### src/rtl/game_pkg.sv
// Shared types and constants for the tile-game flow controller and its beat divider.
package game_pkg;

    typedef enum logic [1:0] {
        IDLE      = 2'd0,
        COUNTDOWN = 2'd1,
        PLAY      = 2'd2,
        DONE      = 2'd3
    } game_state_t;

    localparam int FRAME_W_DEF = 8;
    localparam int HOLD_W      = 4;

    // A hold length of zero still occupies one beat.
    function automatic logic [HOLD_W-1:0] eff_len(input logic [HOLD_W-1:0] hold);
        return (hold == '0) ? HOLD_W'(1) : hold;
    endfunction

endpackage

### src/rtl/beat_divider.sv
// Beat timebase: counts 0..period-1 while run is high and pulses beat_tick on the last count.
module beat_divider #(
    parameter int BEAT_CYCLES = 50_000_000,
    parameter int CNT_W       = $clog2(BEAT_CYCLES),
    parameter int PER_W       = $clog2(BEAT_CYCLES + 1)
) (
    input  logic             CLOCK_50,
    input  logic             reset_n,
    input  logic             run,
    input  logic [PER_W-1:0] period,
    output logic             beat_tick,
    output logic             beat_led
);

    logic [CNT_W-1:0] count;
    logic [PER_W-1:0] count_ext;
    logic             wrap;

    assign count_ext = PER_W'(count);
    assign wrap      = (count_ext == (period - PER_W'(1)));
    assign beat_tick = run && wrap;
    assign beat_led  = run && (count_ext < (period >> 1));

    always_ff @(posedge CLOCK_50 or negedge reset_n) begin
        if (!reset_n) begin
            count <= '0;
        end else if (!run || wrap) begin
            count <= '0;
        end else begin
            count <= count + CNT_W'(1);
        end
    end

endmodule

### src/rtl/game_sequencer.sv
// Game-flow controller: start/countdown/play/done FSM, beat timebase and frame sequencing.
// Optional tempo ramp during PLAY is enabled by defining TEMPO_RAMP_EN.
module game_sequencer
    import game_pkg::*;
#(
    parameter int BEAT_CYCLES     = 50_000_000,
    parameter int SONG_LEN        = 11,
    parameter int FRAME_W         = FRAME_W_DEF,
    parameter int COUNTDOWN_BEATS = 3,
    parameter int MIN_BEAT_CYCLES = 12_500_000,
    parameter int RAMP_STEP       = 2_500_000,
    parameter int RAMP_FRAMES     = 4
) (
    input  logic               CLOCK_50,
    input  logic               reset_n,
    input  logic               start_req,
    input  logic               abort,
    input  logic [HOLD_W-1:0]  hold_length,
    output logic [FRAME_W-1:0] game_frame,
    output logic               beat_tick,
    output logic               beat_led,
    output logic               score_en,
    output logic [3:0]         countdown,
    output logic               playing,
    output logic               done
);

    localparam int PER_W = $clog2(BEAT_CYCLES + 1);

    game_state_t        state, state_next;
    logic [FRAME_W-1:0] frame_next;
    logic [3:0]         countdown_next;
    logic [HOLD_W-1:0]  hold_cnt, hold_next, eff;
    logic               sync1, sync2, sync3, start_pulse;
    logic               run, frame_adv;
    logic [PER_W-1:0]   period;

    // start_req comes from a key, so it is synchronised before edge detection.
    always_ff @(posedge CLOCK_50 or negedge reset_n) begin
        if (!reset_n) begin
            sync1 <= 1'b0;
            sync2 <= 1'b0;
            sync3 <= 1'b0;
        end else begin
            sync1 <= start_req;
            sync2 <= sync1;
            sync3 <= sync2;
        end
    end

    assign start_pulse = sync2 && !sync3;
    assign run         = ((state == COUNTDOWN) || (state == PLAY)) && !abort;

    beat_divider #(
        .BEAT_CYCLES(BEAT_CYCLES)
    ) u_beat_divider (
        .CLOCK_50 (CLOCK_50),
        .reset_n  (reset_n),
        .run      (run),
        .period   (period),
        .beat_tick(beat_tick),
        .beat_led (beat_led)
    );

    always_ff @(posedge CLOCK_50 or negedge reset_n) begin
        if (!reset_n) begin
            state      <= IDLE;
            game_frame <= '0;
            countdown  <= '0;
            hold_cnt   <= '0;
        end else begin
            state      <= state_next;
            game_frame <= frame_next;
            countdown  <= countdown_next;
            hold_cnt   <= hold_next;
        end
    end

    always_comb begin
        state_next     = state;
        frame_next     = game_frame;
        countdown_next = countdown;
        hold_next      = hold_cnt;
        score_en       = 1'b0;
        frame_adv      = 1'b0;
        eff            = eff_len(hold_length);

        case (state)
            IDLE, DONE: begin
                if (start_pulse) begin
                    state_next     = COUNTDOWN;
                    countdown_next = 4'(COUNTDOWN_BEATS);
                    frame_next     = '0;
                    hold_next      = '0;
                end
            end
            COUNTDOWN: begin
                if (beat_tick) begin
                    if (countdown == 4'd1) begin
                        state_next     = PLAY;
                        countdown_next = '0;
                        hold_next      = '0;
                        frame_next     = '0;
                    end else begin
                        countdown_next = countdown - 4'd1;
                    end
                end
            end
            PLAY: begin
                if (beat_tick) begin
                    score_en = 1'b1;
                    if ((hold_cnt + HOLD_W'(1)) == eff) begin
                        hold_next = '0;
                        if (game_frame == FRAME_W'(SONG_LEN - 1)) begin
                            state_next = DONE;
                        end else begin
                            frame_next = game_frame + FRAME_W'(1);
                            frame_adv  = 1'b1;
                        end
                    end else begin
                        hold_next = hold_cnt + HOLD_W'(1);
                    end
                end
            end
            default: state_next = IDLE;
        endcase

        // Abort overrides every transition and pulse decided above.
        if (abort) begin
            state_next     = IDLE;
            frame_next     = '0;
            countdown_next = '0;
            hold_next      = '0;
            score_en       = 1'b0;
            frame_adv      = 1'b0;
        end
    end

`ifdef TEMPO_RAMP_EN
    localparam int RAMP_W = (RAMP_FRAMES > 1) ? $clog2(RAMP_FRAMES) : 1;

    logic [RAMP_W-1:0] ramp_cnt;
    logic              enter_countdown;

    assign enter_countdown = (state_next == COUNTDOWN) && (state != COUNTDOWN);

    // Frame advances only happen on a beat wrap, so a new period lands on a fresh beat.
    always_ff @(posedge CLOCK_50 or negedge reset_n) begin
        if (!reset_n) begin
            period   <= PER_W'(BEAT_CYCLES);
            ramp_cnt <= '0;
        end else if (enter_countdown) begin
            period   <= PER_W'(BEAT_CYCLES);
            ramp_cnt <= '0;
        end else if (frame_adv) begin
            if (ramp_cnt == RAMP_W'(RAMP_FRAMES - 1)) begin
                ramp_cnt <= '0;
                if ((int'(period) - RAMP_STEP) <= MIN_BEAT_CYCLES) begin
                    period <= PER_W'(MIN_BEAT_CYCLES);
                end else begin
                    period <= period - PER_W'(RAMP_STEP);
                end
            end else begin
                ramp_cnt <= ramp_cnt + RAMP_W'(1);
            end
        end
    end
`else
    assign period = PER_W'(BEAT_CYCLES);
`endif

    assign playing = (state == PLAY);
    assign done    = (state == DONE);

endmodule

### config.mk
export PLATFORM = sky130hd
export DESIGN_NAME = game_sequencer
export DESIGN_NICKNAME = d
export VERILOG_FILES = /design/src/rtl/game_pkg.sv /design/src/rtl/beat_divider.sv /design/src/rtl/game_sequencer.sv
export SDC_FILE = /design/constraint.sdc
export NUM_CORES = 1
export LEC_CHECK = 0
export BUFFER_PORTS_ARGS = -buffer_cell sky130_fd_sc_hd__buf_2
export CORE_MARGIN = 10
export CORE_UTILIZATION = 43
export CTS_CLUSTER_DIAMETER = 200
export DETAILED_ROUTE_END_ITERATION = 10
export PLACE_DENSITY = 0.68
export SLEW_MARGIN = 20
export SYNTH_ARGS = -nofsm -noshare
export SYNTH_HDL_FRONTEND = slang
export SYNTH_SLANG_ARGS = --single-unit
### constraint.sdc
create_clock -name CLOCK_50 -period 2.4 [get_ports CLOCK_50]
set_input_delay 0.12 -clock CLOCK_50 [delete_from_list [all_inputs] [get_ports CLOCK_50]]
set_output_delay 0.12 -clock CLOCK_50 [all_outputs]
set_load 0.05 [all_outputs]
==> results of run 1 <==
-- metal layers --
layer  share of wire  global-route usage  vias to the layer above
li1                -                   -                     1095
met1            0.47              0.1493                     1015
met2            0.48              0.1926                       33
met3           0.046             0.03228                        2
met4          0.0026             0.02536                        0
met5               0                   0                        -
-- flip-flops by register name, indices dropped and copies added, names as in the netlist --
register and flops:
state 2, hold_cnt 4, u_beat_divider.count 26, sync2 1
sync1 1, countdown 4, game_frame 8, sync3 1
-- power breakdown --
part	switching, uW	internal [uW]	total, uW
sequential	62.5	848	910
clock	265	204	469
combinational	552	284	836
-- cell families after synthesis --
family | Yosys count | synth area share
mux | 3 | 0.01188
buf+inv | 16 | 0.02375
fa+ha+maj | 9 | 0.04112
xor+xnor | 28 | 0.08954
compound gates | 53 | 0.1265
flops | 47 | 0.4294
simple gates | 133 | 0.2778
-- layout by cell type (no fill, tap or decap), types with 2 or more instances in the layout --
cell,instances
a31oi_1,2
nor4_1,2
a21oi_1,9
dlygate4sd3_1,2
clkbuf_8,5
o21ai_1,10
o31ai_1,5
nor3b_1,4
nand3_1,13
nor2_1,34
and2_1,3
nor3_1,4
ha_1,9
nor4_4,4
o21bai_1,2
nor2_2,2
buf_4,8
a22o_1,3
inv_1,6
nor2b_1,3
dfrtp_1,47
and3_1,5
or3b_1,2
xnor2_1,13
xor2_1,15
mux2_2,2
o21ai_0,9
nand2b_1,4
a41oi_1,3
nand2_1,23
and4_1,3
nand4_1,9
o41ai_1,2
buf_2,24
or2_2,4
-- synth_stat cells, drive strengths merged (3+ instances only) --
cell | instances | area, um2
dfrtp | 47 | 1176
nor2 | 37 | 146.4
nand2 | 24 | 92.59
o21ai | 20 | 103.9
xor2 | 15 | 131.4
nand3 | 14 | 75.07
xnor2 | 13 | 113.9
nand4 | 10 | 77.57
a21oi | 9 | 45.04
ha | 9 | 112.6
and3 | 6 | 38.79
clkbuf | 6 | 23.77
inv | 6 | 22.52
nor4 | 6 | 73.82
and2 | 5 | 33.78
o31ai | 5 | 37.54
or2 | 5 | 31.28
and4 | 4 | 36.29
buf | 4 | 18.76
nand2b | 4 | 25.02
nor3 | 4 | 20.02
nor3b | 4 | 30.03
a22o | 3 | 26.28
a41oi | 3 | 26.28
nor2b | 3 | 18.77
-- how the worst min path moves through the flow --
stage / start / end / slack [ns]
6_report: abort / u_beat_divider.count[6]$_DFF_PN0_ / 0.18
2_1_floorplan: reset_n / countdown[0]$_DFFE_PN0P_ / -0.18
4_1_cts: abort / countdown[0]$_DFFE_PN0P_ / 0.17
5_1_grt: abort / countdown[0]$_DFFE_PN0P_ / 0.20
3_3_place_gp: reset_n / game_frame[1]$_DFFE_PN0P_ / 0.13
3_5_place_dp: reset_n / game_frame[1]$_DFFE_PN0P_ / 0.14
-- worst max-delay path, delay by kind of cell (launching register included) --
family / cells / cell delay (ns)
mux: 1 / 0.35
simple gates: 2 / 0.46
compound gates: 3 / 0.57
flops: 1 / 0.41
fa+ha+maj: 1 / 0.35
-- cell type report --
| cell class | count | area, um2 | share of cell area |
|---|---|---|---|
| clock buffers | 6 | 72.57 | 0.02331 |
| repair buffers | 34 | 200.2 | 0.06431 |
| flip-flops and latches | 47 | 1176 | 0.3778 |
| clock inverters | 2 | 12.51 | 0.004019 |
| multi-input cells | 226 | 1533 | 0.4924 |
| inverters | 6 | 22.52 | 0.007235 |
| well taps | 77 | 96.34 | 0.03095 |
-- metrics by stage --
stage / std cells / area, um2
finish: 398 / 3113
global route: 398 / 3113
CTS: 398 / 3099
detailed placement: 388 / 2994
global placement: 388 / 2994
floorplan: 289 / 2760
-- timing repair --
action	4_1_cts	5_1_grt
resized for setup	0	4
hold endpoints to repair	23	0
endpoints found under the setup margin	0	7
hold buffers	2	0
==> impl_metrics.env, run 1 <==
export IMPL_status="complete, no violations"
export IMPL_reg2regPathDepth=7
export IMPL_fin_hold_ws_ns=0.1828
export IMPL_min_period_ns=2.255
export IMPL_first_pass_iters=4
export IMPL_fillers=573
export IMPL_wire_per_inst_um=14.48
export IMPL_synth_flop_cell="dfrtp_1"
export IMPL_final_nets=337
export IMPL_min_period_over_period=0.9395
export IMPL_portBuffers=24
export IMPL_hp_class="input port to flop"
export IMPL_grt_max_degree=25
export IMPL_vias=2145
export IMPL_avgViaCountPerCell=5.389
export IMPL_whs_path_depth=2
export IMPL_leakage_uw=0.001357
export IMPL_syn_num_nets=306
export IMPL_maxCapViolCount=0
export IMPL_cts_root_buf="clkbuf_8"
export IMPL_path_class="flop to flop"
export IMPL_hold_viol=0
export IMPL_start_util=0.4363
export IMPL_clock_latency_ns=0.30
export IMPL_io_pins=25
export IMPL_yosysUniqueCellTypes=57
export IMPL_crit_path_top_delay_cell="dfrtp_1"
export IMPL_grt_use_total=0.1170
export IMPL_yosysWarnings=0
export IMPL_setup_viol=0
export IMPL_fin_util=0.4959
export IMPL_num_rows=29
export IMPL_rsz0062_at_grt="false"
export IMPL_peakVddDrop_uv=404.2
export IMPL_dr_first_iter_drc_count=65
export IMPL_cts_htree_levels=2
export IMPL_syn_to_final_growth_pct=13.66
export IMPL_worst_slack_ns=0.1453
export IMPL_syn_area_mm2=0.002739
export IMPL_drtAntennaViolNets=0
export IMPL_fmax_mhz=443.5
export IMPL_gp_congestion=0.8297
export IMPL_preCtsSetupSlack_ns=0.1570
export IMPL_drcViolationCount=0
export IMPL_critPathRequiredTime_ns=2.58
export IMPL_core_mm2=0.006277
export IMPL_drive_gt1_frac=0.1900
export IMPL_yosysSeqAreaShare=0.4294
export IMPL_synth_edf_count=0
export IMPL_max_slew_margin_rel=0.5950
export IMPL_grt_pass1_vias=2155
export IMPL_synthArstFlopShare=1.000
export IMPL_clock_path_buffers=2
export IMPL_rrSetupSlack_ns=0.15
export IMPL_cts_setup_buffers=0
export IMPL_finalClockSkew_ns=0.01220
export IMPL_cp_endpoint="state[1]$_DFFE_PN0P_"
export IMPL_tns_ns=0
export IMPL_die_h_um=99.81
export IMPL_overflow=0
export IMPL_numCtsBuffers=5
export IMPL_slowest_delay_ns=0.41
export IMPL_antenna_found_initial=0
export IMPL_cp_data_arrival_time_ns=2.44
export IMPL_n_antenna_cell=0
export IMPL_grt_pass1_wl_um=10010
export IMPL_r2r_end="state[1]$_DFFE_PN0P_"
export IMPL_die_area_mm2=0.009962
export IMPL_end_kind="flop"
export IMPL_avgSynthCellArea_um2=9.477
export IMPL_cp_cell_sequence="ha_1 -> or2_2 -> o21ai_0 -> o2bb2ai_1 -> a31oi_1 -> nor2_1 -> mux2_2"
export IMPL_netlist_instances=289
export IMPL_critPathMaxFanout=6
export IMPL_place_hpwl_um=4296
export IMPL_routed_wl_um=5765
export IMPL_die_width_um=99.81
export IMPL_power_density_mw_per_mm2=711.9
export IMPL_r2r_start="hold_cnt[1]$_DFFE_PN0P_"
export IMPL_finalPower_uw=2216
export IMPL_clock_sinks=47
export IMPL_path_clk_slew_ns=0.09
export IMPL_startpoint="hold_cnt[1]$_DFFE_PN0P_"
export IMPL_startpoint_type="flop"
export IMPL_finalMaxSlewViolations=0
export IMPL_worst_pin_slew_ns=0.6019
export IMPL_cts_tree="built"
export IMPL_ys_ff_latch=47
No activity file was read; power rests on OpenSTA's default activity.
==> inputs of run 2 (changes only) <==
- PLACE_DENSITY: 0.68 -> not set
- PLACE_DENSITY_LB_ADDON: not set -> 0.15
==> impl_metrics.env, run 2 (same netlist as run 1, synthesis figures left out) <==
export IMPL_status="complete, no violations"
export IMPL_portBuffers=24
export IMPL_reg_top3="u_beat_divider.count: 26 flops, game_frame: 8 flops"
export IMPL_antenna_found_initial=0
export IMPL_reg2regPathDepth=7
export IMPL_die_area_mm2=0.009962
export IMPL_n_antenna_cell=0
export IMPL_fmax_mhz=452.8
export IMPL_final_common_cell="dfrtp_1"
export IMPL_fillers=609
export IMPL_pwr_share_seq=0.373
export IMPL_grt_pass1_vias=2178
export IMPL_routed_wl_um=5844
export IMPL_hold_viol=0
export IMPL_overflow=0
export IMPL_core_mm2=0.006277
export IMPL_fin_cells=399
export IMPL_first_pass_iters=4
export IMPL_path_class="flop to output port"
export IMPL_power_density_mw_per_mm2=772.3
export IMPL_grtUsageMet3=0.03571
export IMPL_clock_sinks=47
export IMPL_vias=2148
export IMPL_num_rows=29
export IMPL_finalClockSkew_ns=0.01042
export IMPL_min_period_ns=2.208
export IMPL_finalPower_uw=2438
export IMPL_place_hpwl_um=4412
export IMPL_p_clk_frac=0.278
export IMPL_fin_util=0.5029
export IMPL_setup_viol=0
export IMPL_syn_to_final_growth_pct=15.26
export IMPL_worst_slack_ns=0.1915
export IMPL_peakVddDrop_uv=339.6
export IMPL_critPathRequiredTime_ns=2.28
export IMPL_p_int_uw=1558
export IMPL_cts_htree_levels=2
export IMPL_whs_path_depth=2
export IMPL_cts_tree="built"
export IMPL_end_kind="output port"
export IMPL_start_util=0.4363
export IMPL_largest_register="u_beat_divider.count"
export IMPL_die_h_um=99.81
export IMPL_cts_root_buf="clkbuf_8"
export IMPL_drtAntennaViolNets=0
export IMPL_path_clk_slew_ns=0.09
export IMPL_min_period_over_period=0.9202
export IMPL_maxCapViolCount=0
export IMPL_grt_met1_usage=0.1480
export IMPL_mostFrequentLayoutCells="dfrtp_1, nor2_1, buf_2"
export IMPL_leakage_uw=0.001380
export IMPL_p_sw_frac=0.3611
export IMPL_grt_pass1_wl_um=10050
export IMPL_wire_per_inst_um=14.65
export IMPL_gp_congestion=0.8153
export IMPL_hp_class="input port to flop"
export IMPL_numCtsBuffers=5
export IMPL_tns_ns=0
export IMPL_preCtsSetupSlack_ns=0.2130
export IMPL_die_width_um=99.81
export IMPL_grt_busiest_layer="met2"
export IMPL_grt_max_degree=28
export IMPL_final_nets=338
export IMPL_max_slew_margin_rel=0.6621
export IMPL_critPathMaxFanout=5
export IMPL_worst_pin_slew_ns=0.5021
export IMPL_startpoint_type="flop"
export IMPL_clock_path_buffers=2
export IMPL_drive_gt1_frac=0.1894
export IMPL_drcViolationCount=0
export IMPL_dpl_cell_count=389
export IMPL_largest_reg_flops=26
export IMPL_p_switching_uw=880.4
export IMPL_io_pins=25
export IMPL_finalMaxSlewViolations=0
export IMPL_p_comb_frac=0.348
export IMPL_clock_latency_ns=0.30
export IMPL_rsz0062_at_grt="false"
export IMPL_grt_use_total=0.1217
export IMPL_dr_first_iter_drc_count=84
export IMPL_avgViaCountPerCell=5.383
export IMPL_cp_data_arrival_time_ns=2.09
export IMPL_use_met2=0.1976
export IMPL_cts_setup_buffers=0
-- run 2: changes by cell type in the layout (fill, tap and decap cells not counted), sizes merged --
cell / delta
buf: +1
bufinv: +2
clkinv: -1
clkinvlp: -1
-- run 2: metal layers --
| layer | wire (um) | share of wire |
|---|---|---|
| met3 | 265 | 0.045 |
| met5 | 0 | 0 |
| met2 | 2746 | 0.47 |
| met4 | 95 | 0.016 |
| met1 | 2737 | 0.47 |
-- run 2: final cells by class --
class | instances | area, um2 | area share
clock buffer | 6 | 72.57 | 0.02299
inverter | 6 | 22.52 | 0.007134
sequential | 47 | 1176 | 0.3726
tap | 77 | 96.34 | 0.03052
multi-input combinational | 226 | 1521 | 0.4820
timing repair buffer | 35 | 207.7 | 0.06579
clock inverter | 2 | 60.06 | 0.01902
-- run 2: stage by stage --
stage,hold slack [ns],area (um2)
after floorplan,-0.1756,2760
after global placement,0.1154,3002
after detailed placement,0.1209,3002
after CTS,0.1451,3154
after global routing,0.1723,3157
final,0.1711,3157
-- run 2: repair_timing --
item / 4_1_cts / 5_1_grt
hold buffers: 2 / 0
resized for setup: 0 / 1
endpoints found under the setup margin: 0 / 1
endpoints found under the hold margin: 21 / 0
-- run 2: power groups by stage --
stage | Combinational (uW) | Clock, uW | Sequential, uW
6_report | 849 | 679 | 910
5_1_grt | 939 | 729 | 924
4_1_cts | 856 | 706 | 910
3_5_place_dp | 851 | 0 | 926
3_3_place_gp | 847 | 0 | 924
2_1_floorplan | 549 | 0 | 991
-- run 2: path summary, 6_finish.rpt --
| check | endpoint | startpoint | slack [ns] |
|---|---|---|---|
| min | u_beat_divider.count[6]$_DFF_PN0_ | abort | 0.17 |
| min reg2reg | sync2$_DFF_PN0_ | sync1$_DFF_PN0_ | 0.35 |
| max reg2reg | game_frame[3]$_DFFE_PN0P_ | hold_cnt[0]$_DFFE_PN0P_ | 0.20 |
| max in group asynchronous | sync3$_DFF_PN0_ | reset_n | 1.36 |
| max | score_en | u_beat_divider.count[0]$_DFF_PN0_ | 0.19 |
| min in group asynchronous | game_frame[1]$_DFFE_PN0P_ | reset_n | 0.30 |
-- run 2: worst max-delay path, cell delays in order, from the launching register on --
cell     delay [ns]
dfrtp_1        0.42
ha_1           0.26
nand2_1        0.16
nor2_1         0.14
buf_4          0.13
nand2_1        0.07
nor4_4         0.16
and2_1         0.17
buf_2          0.26
==> inputs of run 3 (changes only) <==
- CORE_UTILIZATION: 43 -> 45
- TNS_END_PERCENT: not set -> 20
==> impl_metrics.env, run 3 (same netlist as run 1, synthesis figures left out) <==
export IMPL_clock_sinks=47
export IMPL_syn_to_final_growth_pct=13.16
export IMPL_first_pass_iters=4
export IMPL_gp_congestion=0.8654
export IMPL_overflow=0
export IMPL_vias=2174
export IMPL_path_clk_slew_ns=0.09
export IMPL_end_kind="flop"
export IMPL_n_antenna_cell=0
export IMPL_leakage_uw=0.001361
export IMPL_finalMaxSlewViolations=0
export IMPL_num_rows=28
export IMPL_hp_class="input port to flop"
export IMPL_grt_pass1_vias=2121
export IMPL_min_period_ns=2.234
export IMPL_clock_latency_ns=0.30
export IMPL_hold_viol=0
export IMPL_setup_viol=0
export IMPL_die_width_um=98.02
export IMPL_rrSetupSlack_ns=0.17
export IMPL_drcViolationCount=0
export IMPL_whs_path_depth=2
export IMPL_final_nets=338
export IMPL_peakVddDrop_uv=619.7
export IMPL_die_area_mm2=0.009607
export IMPL_p_sw_frac=0.4017
export IMPL_die_h_um=98.02
export IMPL_status="complete, no violations"
export IMPL_min_from="abort"
export IMPL_largest_reg_flops=26
export IMPL_clock_path_buffers=2
export IMPL_dr_first_iter_drc_count=145
export IMPL_final_common_cell="dfrtp_1"
export IMPL_routed_wl_um=5795
export IMPL_io_pins=25
export IMPL_rsz0062_at_grt="false"
export IMPL_grt_pass1_wl_um=10010
export IMPL_place_area_mm2=0.002993
export IMPL_avgViaCountPerCell=5.476
export IMPL_cts_root_buf="clkbuf_8"
export IMPL_path_class="flop to flop"
export IMPL_cts_setup_buffers=0
export IMPL_startpoint_type="flop"
export IMPL_min_period_over_period=0.9310
export IMPL_mostFrequentLayoutCells="dfrtp_1, nor2_1, buf_2"
export IMPL_core_mm2=0.005921
export IMPL_p_switching_uw=892.9
export IMPL_worst_pin_slew_ns=0.5257
export IMPL_fin_hold_ws_ns=0.1667
export IMPL_antenna_found_initial=0
export IMPL_pwr_share_seq=0.410
export IMPL_largest_register="u_beat_divider.count"
export IMPL_place_hpwl_um=4279
export IMPL_drtAntennaViolNets=0
export IMPL_critPathRequiredTime_ns=2.60
export IMPL_fmax_mhz=447.5
export IMPL_max_slew_margin_rel=0.6496
export IMPL_preCtsSetupSlack_ns=0.2065
export IMPL_reg2regPathDepth=7
export IMPL_critPathMaxFanout=6
export IMPL_slowest_delay_ns=0.41
export IMPL_wire_per_inst_um=14.60
export IMPL_cts_tree="built"
export IMPL_final_area_mm2=0.003099
export IMPL_crit_path_top_delay_cell="dfrtp_1"
export IMPL_power_density_mw_per_mm2=717.2
export IMPL_p_clk_frac=0.212
export IMPL_cts_htree_levels=2
export IMPL_grt_use_total=0.1208
export IMPL_drive_gt1_frac=0.1894
export IMPL_tns_ns=0
export IMPL_cp_data_arrival_time_ns=2.43
export IMPL_finalClockSkew_ns=0.005426
export IMPL_maxCapViolCount=0
export IMPL_reg_top3="u_beat_divider.count: 26 flops, game_frame: 8 flops"
export IMPL_portBuffers=24
export IMPL_worst_slack_ns=0.1656
export IMPL_r2r_start="hold_cnt[1]$_DFFE_PN0P_"
export IMPL_hold_end="u_beat_divider.count[6]$_DFF_PN0_"
export IMPL_numCtsBuffers=5
export IMPL_finalPower_uw=2223
export IMPL_p_int_uw=1330
export IMPL_grt_max_degree=25
export IMPL_r2r_end="game_frame[3]$_DFFE_PN0P_"
export IMPL_p_comb_frac=0.378
export IMPL_cp_cell_sequence="ha_1 -> or2_2 -> o21ai_0 -> o2bb2ai_1 -> and2_0 -> nand3_1 -> o41ai_1"
export IMPL_start_util=0.4626
-- run 3: changes by cell type in the layout (fill, tap and decap cells not counted) --
cell	previous run	this run
clkbuf_1	1	0
a311oi_1	1	2
clkinv_2	0	3
a311oi_2	1	0
bufinv_16	2	0
-- run 3: area by class of cell --
cell class,instances,area [um2]
Clock inverter,3,15.01
Timing Repair Buffer,35,207.7
Multi-Input combinational cell,226,1515
Sequential cell,47,1176
Clock buffer,5,68.82
Inverter,6,22.52
Tap cell,75,93.84
Fill cell,560,2821
-- run 3: critical path: cells and delay by family, from the launching register on --
family / cells / cell delay, ns
adders and majority gates: 1 / 0.35
and+or+nand+nor: 3 / 0.73
AOI/OAI and AO/OA: 3 / 0.64
DFF: 1 / 0.41
-- run 3: what timing repair did --
item	4_1_cts	5_1_grt
hold endpoints to repair	22	0
hold buffers	2	0
setup endpoints to repair	0	1
gates resized for setup	0	1
-- run 3: worst max path at each step --
stage / start / end / slack, ns / depth (start not counted)
finish: hold_cnt[1]$_DFFE_PN0P_ / game_frame[3]$_DFFE_PN0P_ / 0.17 / 7
global route: state[0]$_DFFE_PN0P_ / beat_led / 0.02 / 6
detailed placement: hold_cnt[1]$_DFFE_PN0P_ / game_frame[3]$_DFFE_PN0P_ / 0.21 / 7
global placement: hold_cnt[0]$_DFFE_PN0P_ / game_frame[3]$_DFFE_PN0P_ / 0.27 / 7
floorplan: state[0]$_DFFE_PN0P_ / beat_led / -0.06 / 5
CTS: state[0]$_DFFE_PN0P_ / beat_led / 0.06 / 6
-- run 3: per-stage QoR --
stage / instances / utilization
global route: 397 / 0.5235
global placement: 387 / 0.5055
detailed placement: 387 / 0.5055
finish: 397 / 0.5235
CTS: 397 / 0.5230
floorplan: 289 / -
-- run 3: layer usage --
| layer | track usage | wire, um |
|---|---|---|
| met4 | 0.03356 | 42 |
| met5 | 0 | 0 |
| met1 | 0.1676 | 2974 |
| met2 | 0.1777 | 2504 |
| met3 | 0.03453 | 274 |
-- run 3: power groups by stage --
stage / Combinational [uW] / Clock [uW] / Sequential [uW]
3_3_place_gp: 825 / 0 / 923
3_5_place_dp: 833 / 0 / 927
6_report: 839 / 471 / 912
4_1_cts: 837 / 493 / 912
5_1_grt: 929 / 529 / 924
2_1_floorplan: 544 / 0 / 991
